## src/rtl/bit_serial_alu.sv

```systemverilog
// Word ALU that reuses one single-bit slice, LSB first, over WIDTH cycles.
// Define BIT_SERIAL_ALU_FLAGS_EN to compute the overflow and zero flags; otherwise they read 0.
module bit_serial_alu #(
    parameter int unsigned WIDTH = 8
) (
    input  logic             clk,
    input  logic             reset,
    input  logic             start,
    input  logic [WIDTH-1:0] a,
    input  logic [WIDTH-1:0] b,
    input  logic [2:0]       sel,
    input  logic             invert,
    output logic             ready,
    output logic             done,
    output logic [WIDTH-1:0] result,
    output logic             carryout,
    output logic             overflow,
    output logic             zero
);

    localparam int unsigned IW = (WIDTH > 1) ? $clog2(WIDTH) : 1;

    typedef enum logic [1:0] {StIdle, StRun, StDone} state_e;

    state_e           state_q, state_d;
    logic [WIDTH-1:0] a_q, a_d, b_q, b_d;
    logic [2:0]       sel_q, sel_d;
    logic             inv_q, inv_d;
    logic [IW-1:0]    idx_q, idx_d;
    logic             carry_q, carry_d;
    logic [WIDTH-1:0] shift_q, shift_d;
    logic [WIDTH-1:0] result_q, result_d;
    logic             carryout_q, carryout_d;

    logic             a_bit, b_eff, arith, sub;
    logic             slice_out, slice_cout, ov_raw;
    logic [WIDTH-1:0] word, final_res;

    always_comb begin
        arith = (sel_q == 3'd0) || (sel_q == 3'd6);
        sub   = ((sel_q == 3'd0) && inv_q) || (sel_q == 3'd6);
        a_bit = a_q[idx_q];
        b_eff = b_q[idx_q] ^ sub;

        slice_out  = 1'b0;
        slice_cout = 1'b0;
        case (sel_q)
            3'd0, 3'd6: begin
                slice_out  = a_bit ^ b_eff ^ carry_q;
                slice_cout = (a_bit & b_eff) | (a_bit & carry_q) | (b_eff & carry_q);
            end
            3'd1:    slice_out = a_bit & b_eff;
            3'd2:    slice_out = ~(a_bit & b_eff);
            3'd3:    slice_out = ~(a_bit | b_eff);
            3'd4:    slice_out = a_bit | b_eff;
            3'd5:    slice_out = a_bit ^ b_eff;
            default: slice_out = 1'b0;
        endcase

        word   = {slice_out, shift_q[WIDTH-1:1]};
        // On the MSB cycle carry_q is the carry into the MSB.
        ov_raw = carry_q ^ slice_cout;

        case (sel_q)
            3'd6:    final_res = {{(WIDTH-1){1'b0}}, slice_out ^ ov_raw};
            3'd7:    final_res = '0;
            default: final_res = word;
        endcase
    end

`ifdef BIT_SERIAL_ALU_FLAGS_EN
    logic overflow_q, overflow_d, zero_q, zero_d;
`endif

    always_comb begin
        state_d    = state_q;
        a_d        = a_q;
        b_d        = b_q;
        sel_d      = sel_q;
        inv_d      = inv_q;
        idx_d      = idx_q;
        carry_d    = carry_q;
        shift_d    = shift_q;
        result_d   = result_q;
        carryout_d = carryout_q;
`ifdef BIT_SERIAL_ALU_FLAGS_EN
        overflow_d = overflow_q;
        zero_d     = zero_q;
`endif
        case (state_q)
            StIdle: begin
                if (start) begin
                    a_d     = a;
                    b_d     = b;
                    sel_d   = sel;
                    inv_d   = invert;
                    idx_d   = '0;
                    carry_d = ((sel == 3'd0) && invert) || (sel == 3'd6);
                    state_d = StRun;
                end
            end
            StRun: begin
                shift_d = word;
                carry_d = slice_cout;
                idx_d   = idx_q + IW'(1);
                if (idx_q == IW'(WIDTH - 1)) begin
                    state_d    = StDone;
                    result_d   = final_res;
                    carryout_d = arith & slice_cout;
`ifdef BIT_SERIAL_ALU_FLAGS_EN
                    overflow_d = arith & ov_raw;
                    zero_d     = (final_res == '0);
`endif
                end
            end
            StDone:  state_d = StIdle;
            default: state_d = StIdle;
        endcase
    end

    always_ff @(posedge clk) begin
        if (reset) begin
            state_q    <= StIdle;
            a_q        <= '0;
            b_q        <= '0;
            sel_q      <= '0;
            inv_q      <= 1'b0;
            idx_q      <= '0;
            carry_q    <= 1'b0;
            shift_q    <= '0;
            result_q   <= '0;
            carryout_q <= 1'b0;
`ifdef BIT_SERIAL_ALU_FLAGS_EN
            overflow_q <= 1'b0;
            zero_q     <= 1'b0;
`endif
        end else begin
            state_q    <= state_d;
            a_q        <= a_d;
            b_q        <= b_d;
            sel_q      <= sel_d;
            inv_q      <= inv_d;
            idx_q      <= idx_d;
            carry_q    <= carry_d;
            shift_q    <= shift_d;
            result_q   <= result_d;
            carryout_q <= carryout_d;
`ifdef BIT_SERIAL_ALU_FLAGS_EN
            overflow_q <= overflow_d;
            zero_q     <= zero_d;
`endif
        end
    end

    assign ready    = (state_q == StIdle);
    assign done     = (state_q == StDone);
    assign result   = result_q;
    assign carryout = carryout_q;
`ifdef BIT_SERIAL_ALU_FLAGS_EN
    assign overflow = overflow_q;
    assign zero     = zero_q;
`else
    assign overflow = 1'b0;
    assign zero     = 1'b0;
`endif

endmodule

```

## config.mk

```make
export PLATFORM = sky130hd
export DESIGN_NAME = bit_serial_alu
export DESIGN_NICKNAME = d
export VERILOG_FILES = /design/src/rtl/bit_serial_alu.sv
export SDC_FILE = /design/constraint.sdc
export NUM_CORES = 1
export LEC_CHECK = 0
export CAP_MARGIN = 10
export CORE_MARGIN = 2
export CORE_UTILIZATION = 30
export CTS_CLUSTER_DIAMETER = 80
export CTS_CLUSTER_SIZE = 40
export DETAILED_ROUTE_END_ITERATION = 10
export PLACE_DENSITY = 0.51
export SLEW_MARGIN = 20
export SYNTH_ARGS = -nofsm -noshare
export SYNTH_HDL_FRONTEND = slang
export SYNTH_SLANG_ARGS = --single-unit
```

## constraint.sdc

```tcl
create_clock -name clk -period 5.18 [get_ports clk]
set_input_delay 1.036 -clock clk [delete_from_list [all_inputs] [get_ports clk]]
set_output_delay 1.036 -clock clk [all_outputs]
set_load 0.02 [all_outputs]
```

==> results.yml, run 1 <==
run_status:
  status: "complete, no violations"
timing:
  tns_ns: 0
  rsz0062_at_grt: "false"
  setup_ws_ns: 2.20
  setup_viol: 0
  hold_viol_final: 0
  fmax_mhz: 335
  hold_ws_ns: 0.452
  finalCriticalPeriod_ns: 2.98
  tightest_slew_ns: 0.831
  finalCritPeriodShare_pct: 57.6
  maxSlewViolCount: 0
  fin_skew_ns: 0.00724
  maxSlewHeadroom_pct: 44.5
global_routing:
  antenna_found_initial: 0
  grt_pass1_wl_um: 6690
  grt_overflow: 0
  first_global_vias: 1502
  grt_max_degree: 45
  grt.total_usage_pct: 11.7
detailed_routing:
  detail_route.wl_per_cell_um: 11.9
  routed_via_density: 4.75
  firstDrtPassIters: 4
  vias: 1554
  wl_um: 3900
  final_antenna_net_count: 0
  first_iter_violations: 86
  drc: 0
synth:
  synth_edf_count: 0
  synth_cell_types: 32
  async_flop_share_pct: 0
  syn_area_per_cell_um2: 8.31
  synth_area_um2: 1870
  yosys_register_bits: 42
  postSynthCellCount: 225
  seq_area_frac_synth_pct: 45.0
  yosys_warnings: 0
  synthFlopType: "dfxtp_1"
worst_setup_path:
  cp-end-kind: "register"
  arrival_ns: 3.20
  worst-r2r-setup-slack_ns: 2.20
  worstPathRequired_ns: 5.39
  crit_path_max_fanout: 7
  path_cells: "mux4_1 -> mux2i_2 -> xnor2_1 -> fa_1 -> xor2_1 -> nor2_1 -> or4b_1 -> a211oi_1"
  cp_top_family: "multiplexers"
  crit_path_start_kind: "register"
  r2r_end: "result[0]"
  r2r_cells: 8
  startpoint: "idx_q[0]"
  timing_worst_setup_path_type: "reg2reg"
  critical_path.slowest_cell: "mux4_1"
  slowest_delay_ns: 0.61
  crit_buf_inv: 0
  r2r_start: "idx_q[0]"
hold_path:
  min-delay-start: "b_q[5]"
  hold_end: "b_q[5]"
  min_path_type: "reg2reg"
  hold-path-cell-count: 2
cells_and_area:
  layout-drive-gt1-share_pct: 4.76
  utilization_pct: 39.9
  finalNonFillerCells: 327
  syn2layout_area_growth_pct: 27.0
  mostFrequentLayoutCells: "nand2_1, dfxtp_1, a21oi_1"
  nNetsFinal: 279
  final_common_cell: "nand2_1"
  fin_area_um2: 2370
  diodes: 0
floorplanning:
  row_count: 28
  die_w_um: 82.9
  start_util_pct: 31.4
  pin_count: 36
  die_h_um: 82.9
  die_area_um2: 6880
  core_um2: 5960
clock_tree:
  clk_latency_ns: 0.29
  post_cts.repair.setup_buffers: 0
  cts_root_buf: "clkbuf_8"
  cts_tree: "done"
  clk_path_buf_depth: 2
  hold_buffers: 0
  cts_max_level: 2
  clkSinkCount: 42
  clk_pin_slew_ns: 0.08
  cts-resized-gates: 0
  cts_buffers: 5
job:
  maxCapViolCount: 0
power:
  p_leak_nw: 0.857
  power_density_nw_per_um2: 316
  ir_drop_mv: 0.130
  p_total_mw: 0.750
placed_design:
  placed_cells: 319
  dp_hpwl_um: 2590
  pre_cts_slack_ns: 2.20
  placed_cell_area_um2: 2230
  place.gp.congestion: 0.737
  io_buffer_count: 33
## cells by family (layout without fill, tap and decap cells)
kind of cell / after synthesis / count (layout) / share of synthesized area [%]
XOR/XNOR: 4 / 4 / 1.87
flip-flops: 42 / 42 / 45.0
adder cells (fa/ha/maj): 5 / 5 / 3.75
other: 1 / 2 / 0.201
AND/OR/NAND/NOR: 102 / 102 / 24.4
AO/OA/AOI/OAI: 46 / 46 / 12.9
buffers and inverters: 18 / 44 / 4.55
multiplexers: 7 / 7 / 7.43
## routing by layer
metal	vias up	share of wire [%]	track usage [%]
met4	0	1.1	4.47
met3	4	3.4	2.98
met5	-	0	0
met1	718	48	13.8
met2	24	48	20.2
li1	808	-	-
## worst max path at each step
stage                      to  cells after the start
finish              result[0]                      8
global route        result[0]                      8
CTS                 result[0]                      8
detailed placement  result[0]                      8
global placement    result[0]                      8
floorplan           result[0]                      9
## area by class of cell
cell class	count	area [µm²]
Clock buffer	6	82.6
Clock inverter	2	60.1
Fill cell	647	3580
Inverter	1	3.75
Multi-Input combinational cell	166	947
Sequential cell	42	841
Tap cell	75	93.8
Timing Repair Buffer	35	345
## power breakdown
group | switching, mW | internal [mW] | total (mW)
sequential | 0.0108 | 0.335 | 0.346
clock | 0.114 | 0.206 | 0.319
combinational | 0.0440 | 0.0412 | 0.0852
total | 0.168 | 0.582 | 0.750
## cells in the mapped netlist, types with 2 or more instances
cell	count	share of area [%]
a21oi_1	40	11
a31oi_1	2	0.67
and2_1	2	0.67
buf_2	2	0.54
buf_4	2	0.80
clkbuf_1	12	2.4
dfxtp_1	42	45
ha_1	4	2.7
mux2i_1	2	1.1
mux4_1	4	5.6
nand2_1	65	13
nand2b_1	3	1.0
nand3_1	13	3.5
nand3b_1	4	1.6
nor2_1	7	1.4
nor2b_1	2	0.67
or3_1	2	0.67
xor2_1	3	1.4
## state kept, by name, indices dropped and copies added (netlist names)
signal and cells:
a_q 8, b_q 8, carry_q 1, carryout 1
idx_q 3, inv_q 1, result 8, sel_q 3
shift_q 7, state_q 2
## tightest hold or removal path, stage by stage, from the launching register on
cell     delay (ns)
dfxtp_1        0.31
nand2_1        0.05
a21oi_1        0.05
(Power assumes the default switching activity.)
==> inputs of run 2 (changes only) <==
clock period = 2.9 ns   (was 5.18 ns; I/O delays follow)
==> run 2 against run 1 <==
  * Flip-flop and latch count unchanged
  * Non-clock buffer count is 5 higher
  * Count of clock-buffer cells in the layout rose by 1
  * Maximum frequency grew 8.1%
  * Die area did not move
  * Clock skew down 0.0033 ns
  * Sequential share of layout area decreased by 0.14 points
  * Final cell count up 1.5%
  * Sequential power up 79%
  * Setup slack got worse by 2.1 ns
  * Utilization up 0.34 points
  * Critical path type unchanged
  * Largest power group unchanged
==> results.yml, run 2 (synthesized netlist as in run 1, its figures left out) <==
run_status:
  status: "complete, no violations"
timing:
  finalCriticalPeriod_ns: 2.76
  finalCritPeriodShare_pct: 95.2
  setup_viol: 0
  fin_skew_ns: 0.00398
  maxSlewViolCount: 0
  maxSlewHeadroom_pct: 52.3
  rsz0062_at_grt: "false"
  tightest_slew_ns: 0.713
  fmax_mhz: 362
  hold_viol_final: 0
worst_setup_path:
  crit_path_max_fanout: 5
  worstPathRequired_ns: 3.11
  worst-r2r-setup-slack_ns: 0.14
  r2r_cells: 8
  r2r_start: "idx_q[0]"
  slowest_delay_ns: 0.55
  crit_path_start_kind: "register"
  critical_path.slowest_cell: "fa_1"
  timing_worst_setup_path_type: "reg2reg"
  arrival_ns: 2.97
  cp-end-kind: "register"
  r2r_end: "result[0]"
  path_cells: "mux4_2 -> mux2i_4 -> xnor2_2 -> fa_1 -> xor2_1 -> nor2_1 -> or4b_1 -> a211oi_2"
hold_path:
  hold-path-cell-count: 2
  min-delay-start: "result[4]"
  hold_end: "result[4]"
  min_path_type: "reg2reg"
floorplanning:
  start_util_pct: 31.4
  die_h_um: 82.9
  pin_count: 36
  row_count: 28
  die_area_um2: 6880
  die_w_um: 82.9
  core_um2: 5960
global_routing:
  grt.total_usage_pct: 11.2
  grt_pass1_wl_um: 6410
  grt_max_degree: 27
  first_global_vias: 1461
  grt_overflow: 0
  antenna_found_initial: 0
cells_and_area:
  final_common_cell: "nand2_1"
  nNetsFinal: 284
  finalNonFillerCells: 332
  mostFrequentLayoutCells: "nand2_1, dfxtp_1, a21oi_1"
  diodes: 0
  syn2layout_area_growth_pct: 28.0
  layout-drive-gt1-share_pct: 8.56
  utilization_pct: 40.2
  fillerInstances: 661
detailed_routing:
  wl_um: 3940
  routed_via_density: 4.70
  final_antenna_net_count: 0
  detail_route.wl_per_cell_um: 11.9
  drc: 0
  firstDrtPassIters: 4
  vias: 1561
  first_iter_violations: 58
placed_design:
  io_buffer_count: 33
  place.gp.congestion: 0.752
  placed_cells: 322
  dp_hpwl_um: 2770
clock_tree:
  cts_buffers: 5
  hold_buffers: 0
  cts_root_buf: "clkbuf_8"
  clkSinkCount: 42
  cts_tree: "done"
  clk_path_buf_depth: 2
  cts_max_level: 2
  clk_latency_ns: 0.28
  clk_pin_slew_ns: 0.08
power:
  power_density_nw_per_um2: 490
  p_total_mw: 1.17
  p_leak_nw: 0.862
  ir_drop_mv: 0.237
job:
  maxCapViolCount: 0
## run 2: changes by cell type in the layout (fill, tap and decap cells not counted), sizes merged
cell    delta
buf        +5
clkinv     +1
bufinv     -2
clkbuf     +1
## run 2: layout make-up
cell class	instances	area [µm²]	area share (%)
Clock buffer	7	86.3	3.61
Clock inverter	1	5.00	0.209
Inverter	1	3.75	0.157
Multi-Input combinational cell	166	965	40.3
Sequential cell	42	845	35.3
Tap cell	75	93.8	3.92
Timing Repair Buffer	40	395	16.5
## run 2: how the worst max path moves through the flow
stage	start	end
2_1_floorplan	idx_q[0]	result[0]
3_3_place_gp	idx_q[0]	result[0]
3_5_place_dp	idx_q[0]	result[0]
4_1_cts	idx_q[0]	result[0]
5_1_grt	idx_q[0]	result[0]
6_report	idx_q[0]	result[0]
## run 2: where the power goes
group / total (mW) / switching, mW / internal, mW
Combinational: 0.171 / 0.0844 / 0.0864
Sequential: 0.618 / 0.0191 / 0.598
Clock: 0.383 / 0.191 / 0.192
## run 2: worst max-delay path, delay by kind of cell (launching register included)
kind,cells,cell delay [ns]
mux,2,0.73
flops,1,0.39
compound gates,1,0.18
fa+ha+maj,1,0.55
xor+xnor,2,0.30
simple gates,2,0.54
## run 2: per-stage QoR
step / hold slack, ns / area (µm²) / setup WS, ns / TNS [ns]
6_report: 0.453 / 2390 / 0.141 / 0
5_1_grt: 0.471 / 2390 / 0.00524 / 0
4_1_cts: 0.458 / 2360 / 0.0149 / 0
3_5_place_dp: 0.445 / 2270 / -0.0537 / -0.0537
3_3_place_gp: 0.438 / 2270 / 0.0353 / 0
2_1_floorplan: 0.432 / 1870 / 0.104 / 0
## run 2: per-layer routing
layer	part of all wire [%]	up-vias	GRT usage, %
met1	48	721	13.1
met2	48	22	20.0
met4	0.56	0	3.58
met5	0	-	0
met3	3.6	2	2.68
li1	-	816	-
## run 2: what timing repair did
item | CTS | global route
setup buffers | 0 | 2
pin swaps | 0 | 2
gates resized for setup | 1 | 7
gates cloned | 0 | 0
setup endpoints to repair | 1 | 1
==> inputs of run 3 (changes only) <==
PLACE_DENSITY = default   (was 0.51)
PLACE_DENSITY_LB_ADDON = 0.12   (was default)
SETUP_SLACK_MARGIN = 0.2   (was default)
==> run 3 against run 2 <==
  * Sequential power hardly changed
  * Critical path depth stayed put
  * Total power is 1.4% higher
  * Final area is 0.26% higher
  * Global-route usage is 1.3 points higher
  * Maximum frequency is 0.14% higher
  * Via count is 1.2% higher
  * Clock skew is 0.0048 ns higher
  * Routed wire length is 2.4% higher
  * Combinational power hardly changed
  * Flip-flop and latch count stayed put
  * Sequential share of layout area is 0.092 points lower
  * Largest power group unchanged
  * Highest routed layer unchanged
==> results.yml, run 3 (synthesized netlist as in run 1, its figures left out) <==
cells_and_area:
  regArea_um2: 845
  nNetsFinal: 287
  multi_input_comb_area_um2: 957
  utilization_pct: 40.3
  final_common_cell: "nand2_1"
  mostFrequentLayoutCells: "nand2_1, dfxtp_1, a21oi_1"
  syn2layout_area_growth_pct: 28.4
  diodes: 0
  finalNonFillerCells: 335
  layout-drive-gt1-share_pct: 11.2
  fillerInstances: 646
worst_setup_path:
  timing_worst_setup_path_type: "reg2reg"
  crit_buf_inv: 0
  path_cells: "mux4_2 -> mux2i_4 -> xnor2_2 -> fa_1 -> xor2_1 -> nor2_1 -> or4b_1 -> a211oi_2"
  r2r_cells: 8
  crit_path_start_kind: "register"
  critical_path.slowest_cell: "fa_1"
  worst-r2r-setup-slack_ns: 0.14
  crit_cells: 8
  arrival_ns: 2.98
  slowest_delay_ns: 0.56
  r2r_start: "idx_q[0]"
  r2r_end: "result[0]"
  setup.worst_path.end: "result[0]"
  crit_path_max_fanout: 5
  cp-end-kind: "register"
  worstPathRequired_ns: 3.13
  cp_top_family: "multiplexers"
  startpoint: "idx_q[0]"
placed_design:
  place.gp.congestion: 0.709
  io_buffer_count: 33
  placed_cells: 322
  pre_cts_slack_ns: -0.0646
  dp_hpwl_um: 2820
timing:
  setup_viol: 0
  maxSlewHeadroom_pct: 54.7
  rsz0062_at_grt: "true"
  hold_viol_final: 0
  fin_skew_ns: 0.00879
  setup_ws_ns: 0.144
  finalCritPeriodShare_pct: 95.0
  fmax_mhz: 363
  tightest_slew_ns: 0.680
  maxSlewViolCount: 0
  finalCriticalPeriod_ns: 2.76
detailed_routing:
  drc: 0
  wl_um: 4030
  final_antenna_net_count: 0
  routed_via_density: 4.72
  vias: 1580
  first_iter_violations: 51
  firstDrtPassIters: 4
  detail_route.wl_per_cell_um: 12.0
run_status:
  status: "complete, no violations"
global_routing:
  antenna_found_initial: 0
  grt_max_degree: 23
  grt.total_usage_pct: 12.5
  grt_overflow: 0
  first_global_vias: 1569
  grt_pass1_wl_um: 7180
clock_tree:
  cts_root_buf: "clkbuf_8"
  clkSinkCount: 42
  clk_path_buf_depth: 2
  cts_max_level: 2
  cts_tree: "done"
  clk_pin_slew_ns: 0.09
  cts_buffers: 5
  hold_buffers: 0
  clk_latency_ns: 0.30
power:
  ir_drop_mv: 0.171
  p_total_mw: 1.19
  p_leak_nw: 0.857
  power_density_nw_per_um2: 495
hold_path:
  min_path_type: "reg2reg"
floorplanning:
  die_w_um: 82.9
  pin_count: 36
  start_util_pct: 31.4
  core_um2: 5960
  die_area_um2: 6880
  die_h_um: 82.9
  row_count: 28
job:
  maxCapViolCount: 0
run 3: cell types whose count changed in the layout (fill, tap and decap cells not counted), sizes merged:
| cell | before | now |
|---|---|---|
| buf | 7 | 10 |
| clkbuf | 7 | 6 |
| clkinvlp | 0 | 1 |
run 3: area by class of cell:
type | count | share of cell area [%]
inverter | 1 | 0.156
clock inverter | 2 | 0.521
multi-input combinational | 166 | 39.9
clock buffer | 6 | 3.44
timing repair buffer | 43 | 16.9
sequential | 42 | 35.2
tap | 75 | 3.91
run 3: repair_timing:
action / CTS / global route
setup endpoints to repair: 1 / 1
resized for setup: 6 / 1
buffers inserted: 4 / 1
pin swaps: 1 / 0
run 3: through the flow:
step	hold slack [ns]	cell area [µm²]	TNS [ns]
2_1_floorplan	0.432	1880	0
3_3_place_gp	0.439	2260	0
3_5_place_dp	0.445	2260	-0.0646
4_1_cts	0.457	2390	0
5_1_grt	0.471	2400	0
6_report	0.451	2400	0
run 3: worst min-delay path, cell delays in order (launching register included):
cell     delay (ns)
dfxtp_1        0.31
nand2_1        0.05
a21oi_1        0.05
run 3: power by group:
| group | leakage (nW) | internal [mW] | switching, mW |
|---|---|---|---|
| clock | 0.0472 | 0.192 | 0.208 |
| combinational | 0.467 | 0.0859 | 0.0853 |
| sequential | 0.343 | 0.598 | 0.0192 |
| total | 0.857 | 0.876 | 0.313 |
run 3: per-layer routing:
metal | share of wire, % | vias to the layer above | track usage, %
met5 | 0 | - | 0
met4 | 0.82 | 0 | 4.47
met3 | 3.5 | 2 | 3.48
met2 | 47 | 26 | 20.3
met1 | 49 | 726 | 15.7
li1 | - | 826 | -
run 3: worst min-delay path by stage:
stage	start	to	slack [ns]	cells past startpoint
2_1_floorplan	a_q[1]	a_q[1]	0.43	2
3_3_place_gp	result[4]	result[4]	0.44	2
3_5_place_dp	result[1]	result[1]	0.45	2
4_1_cts	result[1]	result[1]	0.46	2
5_1_grt	result[2]	result[2]	0.47	2
6_report	result[1]	result[1]	0.45	2
